`src/rtl/timing_gen.sv`:
```
// 4004-style timing generator: two-phase clk1/clk2 enables, one-hot subcycle strobes, SYNC/EOC.
// Optional single-step HOLD state when TIMING_STEP_EN is defined.
module timing_gen #(
    parameter int unsigned CLK_DIV = 2
) (
    input  logic       sysclk,
    input  logic       poc,
`ifdef TIMING_STEP_EN
    input  logic       run,
    input  logic       step,
`endif
    output logic       clk1,
    output logic       clk2,
    output logic       a12,
    output logic       a22,
    output logic       a32,
    output logic       m12,
    output logic       m22,
    output logic       x12,
    output logic       x22,
    output logic       x32,
    output logic       sync,
    output logic [2:0] subcycle,
    output logic       eoc
);

    localparam int unsigned TickW = (CLK_DIV > 1) ? $clog2(CLK_DIV) : 1;
    localparam logic [TickW-1:0] TickLast = TickW'(CLK_DIV - 1);

    typedef enum logic [0:0] {StRun, StHold} mode_e;

    mode_e            mode_q, mode_d;
    logic [TickW-1:0] tick_q, tick_d;
    logic [1:0]       slot_q, slot_d;
    logic [2:0]       sub_q, sub_d;

    logic       clk1_d, clk2_d, sync_d, eoc_d;
    logic [7:0] strb_d;
    logic [2:0] subcycle_d;
    logic       hold_req;

`ifdef TIMING_STEP_EN
    // eoc marks the final tick; the reset-loaded end state never asserts it, so
    // the first cycle after poc always runs.
    assign hold_req = eoc & ~run;
`else
    assign hold_req = 1'b0;
`endif

    // State register
    always_ff @(posedge sysclk) begin
        if (poc) begin
            mode_q <= StRun;
            tick_q <= TickLast;
            slot_q <= 2'd3;
            sub_q  <= 3'd7;
        end else begin
            mode_q <= mode_d;
            tick_q <= tick_d;
            slot_q <= slot_d;
            sub_q  <= sub_d;
        end
    end

    // Next-state: ripple tick -> slot -> subcycle, with optional HOLD at cycle end
    always_comb begin
        mode_d = mode_q;
        tick_d = tick_q;
        slot_d = slot_q;
        sub_d  = sub_q;
        unique case (mode_q)
            StHold: begin
`ifdef TIMING_STEP_EN
                if (step || run) begin
                    mode_d = StRun;
                    tick_d = '0;
                    slot_d = 2'd0;
                    sub_d  = 3'd0;
                end
`endif
            end
            default: begin
                if (hold_req) begin
                    mode_d = StHold;
                end else if (tick_q == TickLast) begin
                    tick_d = '0;
                    slot_d = slot_q + 2'd1;
                    if (slot_q == 2'd3) begin
                        sub_d = sub_q + 3'd1;
                    end
                end else begin
                    tick_d = tick_q + TickW'(1);
                end
            end
        endcase
    end

    // Output decode from the next state so every output is registered
    always_comb begin
        clk1_d     = 1'b0;
        clk2_d     = 1'b0;
        strb_d     = 8'h00;
        sync_d     = 1'b0;
        eoc_d      = 1'b0;
        subcycle_d = 3'd0;
        if (!poc) begin
            if (mode_d == StHold) begin
                subcycle_d = 3'd7;
            end else begin
                clk1_d     = (slot_d == 2'd0);
                clk2_d     = (slot_d == 2'd2);
                strb_d     = 8'h01 << sub_d;
                sync_d     = (sub_d == 3'd7);
                eoc_d      = (sub_d == 3'd7) && (slot_d == 2'd3) && (tick_d == TickLast);
                subcycle_d = sub_d;
            end
        end
    end

    always_ff @(posedge sysclk) begin
        clk1     <= clk1_d;
        clk2     <= clk2_d;
        a12      <= strb_d[0];
        a22      <= strb_d[1];
        a32      <= strb_d[2];
        m12      <= strb_d[3];
        m22      <= strb_d[4];
        x12      <= strb_d[5];
        x22      <= strb_d[6];
        x32      <= strb_d[7];
        sync     <= sync_d;
        eoc      <= eoc_d;
        subcycle <= subcycle_d;
    end

endmodule

```
`config.mk`:
```
export PLATFORM = sky130hd
export DESIGN_NAME = timing_gen
export DESIGN_NICKNAME = d
export VERILOG_FILES = /design/src/rtl/timing_gen.sv
export SDC_FILE = /design/constraint.sdc
export NUM_CORES = 1
export LEC_CHECK = 0
export CAP_MARGIN = 30
export CORE_MARGIN = 8
export CORE_UTILIZATION = 50
export CTS_BUF_LIST = sky130_fd_sc_hd__clkbuf_4 sky130_fd_sc_hd__clkbuf_8
export CTS_CLUSTER_SIZE = 16
export DETAILED_ROUTE_END_ITERATION = 7
export DONT_BUFFER_PORTS = 1
export GPL_ROUTABILITY_DRIVEN = 0
export HOLD_SLACK_MARGIN = 0.02
export SLEW_MARGIN = 10
export SYNTH_ARGS = -nofsm -noshare
export SYNTH_HDL_FRONTEND = slang
export SYNTH_SLANG_ARGS = --single-unit
```
`constraint.sdc`:
```
create_clock -name sysclk -period 2.1 [get_ports sysclk]
set_input_delay 0.21 -clock sysclk [delete_from_list [all_inputs] [get_ports sysclk]]
set_output_delay 0.21 -clock sysclk [all_outputs]
set_load 0.005 [all_outputs]
```
==> metrics.txt <==
status completed; Area growth syn-to-layout 5.75%; dominant cells by area after synthesis dfxtp_1 57%, ha_1 5.1%, nor3_1 4.1%; ys async rst share 0%; initial antenna violation count 0; Ports 17; Syn. warnings 0; Regs by FF count sub_q (3), subcycle (3), slot_q (2); Tot Pwr 916 µW; cell count after synthesis 62; post-route cell area 782 µm²; Die Wd 54.5 µm; hold_ws 0.0806 ns; Core ar. 1440 µm²; number of CTS-inserted buffers 3; top post-synthesis cells by count 21 x dfxtp_1, 6 x nor3_1, 4 x nand2b_1, 4 x nor2_1, 4 x nor4_1; Worst-Skew Late Latency 0.29 ns; crit end category register; Synth area leader dfxtp_1; Synth Flop Type dfxtp_1; PwrDens 1170 nW/µm²; critical path launch point type register; #FFs+latches synth 21; worst endpoint data arrival time 1.62 ns; syn_area_per_cell 11.9 µm²; H-tree depth 1; final setup vio count 0; RSZ-0062 raised after global routing no; setup repair bufs after CTS 0; slew margin rel. 75.1%; CTS tree built; Initial Util 51.5%; Detailed Route WL 1140 µm; antenna cell count 0; Final Max Slew Viols 0; Hold Vio Cnt, Final 0; most common cell in the netlist dfxtp_1; drt pass-1 iters 3; Port Buffers 0; nets 71; crit path setup slack, layout 0.654 ns; CP max FO 8; root buf cell clkbuf_4; setup TNS 0 ns; Rows 14; Net Count, Synth 67; Post-route DRC 0; largest net degree at the start of global routing 13; number of enable flip-flop cells after synthesis 0; register area share after synthesis 56.9%; drt wl/cell 14.0 µm; Max VDD drop 0.527 mV; clock sinks 21; Worst Hold Class in2reg; via count 405; fill cell count 123; clk buf depth 2; DIE AREA 2970 µm²; Detail Placement HPWL 817 µm; Reg clk slew, reported paths 0.11 ns; Final Skew 0.00214 ns; vias in the first global route 388; die height 54.5 µm; Post-Syn Area 739 µm²; DR iter-0 viols 8; Period Utilization, post-route 68.8%; Req. time, crit path 2.28 ns; area share of the largest cell type after synthesis 56.9%; worst slack, placed 0.681 ns; layout cell share with drive strength beyond 1 16.9%; count of cell types in the netlist 24; f_max 692 MHz; leakage power 0.313 nW; Tmin final 1.45 ns; Via density 5.00; Worst Tran Pin Value 0.373 ns; GRT Overall Usage 9.11%; first-pass GRT wire length 1840 µm; Antenna Nets Post-Route 0; Max Cap Viol 0; Worst Setup Path Type reg2reg; grt total ovfl 0; area of placed instances 744 µm²
==> repair_timing <==
action | 4_1_cts | 5_1_grt
resized for setup | 0 | 0
hold buffers | 1 | 0
endpoints found under the hold margin | 11 | 0
==> metal layers <==
| layer | vias up | track usage, % | wire length (µm) |
|---|---|---|---|
| met5 | - | 0 | 0 |
| met4 | 0 | 6.15 | 15 |
| met3 | 2 | 4.35 | 122 |
| met2 | 12 | 13.2 | 520 |
| met1 | 176 | 10.4 | 475 |
| li1 | 215 | - | - |
==> final cells by class <==
cell class	count	area [µm²]	share of cell area [%]
repair buffers	1	10.0	1.28
clock inverters	1	5.00	0.640
well taps	16	20.0	2.56
inverters	1	3.75	0.480
clock buffers	3	22.5	2.88
flip-flops and latches	21	420	53.8
multi-input cells	38	300	38.4
==> worst max-delay path, stage by stage (launching register included) <==
cell and delay [ns]:
dfxtp_1 0.47, ha_1 0.27, and3_1 0.18, a21oi_2 0.31, nor3_1 0.10
==> cell usage in the layout, fill, tap and decap left out <==
cell type and count:
mux2i_1 1, xnor2_1 2, mux2i_4 1, nor2_1 4
ha_1 3, clkinv_2 1, nor2b_1 2, dlygate4sd3_1 1
nand2_1 1, a21oi_2 1, nand4b_1 1, xnor2_2 1
or2b_1 1, clkbuf_4 3, nand2_2 1, or2_2 1
a21o_1 1, dfxtp_1 21, nand2b_1 4, and3_1 1
nor4_1 4, inv_1 1, nor3_1 6, xor2_2 1
nand3_4 1
==> through the flow <==
stage | std cells | utilization, %
final | 81 | 54.4
after global routing | 81 | 54.4
after CTS | 81 | 54.4
after detailed placement | 76 | 51.8
after global placement | 76 | 51.8
after floorplan | 62 | -
==> worst paths after layout <==
| check | startpoint | end | slack (ns) | cells after the start |
|---|---|---|---|---|
| hold / removal | poc | slot_q[0] | 0.08 | 1 |
| setup / recovery | sub_q[0] | eoc | 0.65 | 4 |
| hold reg to reg | slot_q[1] | eoc | 0.52 | 2 |
| setup reg to reg | sub_q[0] | eoc | 0.65 | 4 |
==> cells by family after synthesis <==
group | after synthesis | synth area share [%]
fa+ha+maj | 3 | 5.08
flops | 21 | 56.9
simple gates | 27 | 22.2
buf+inv | 3 | 2.54
mux | 2 | 4.40
compound gates | 2 | 2.20
xor+xnor | 4 | 6.77
==> where the power goes <==
group / switching [mW] / internal (mW) / leakage [nW] / total [mW]
sequential: 0.0515 / 0.469 / 0.173 / 0.520
combinational: 0.122 / 0.0926 / 0.122 / 0.215
clock: 0.110 / 0.0707 / 0.0177 / 0.181
No activity file was read; power rests on OpenSTA's default activity.
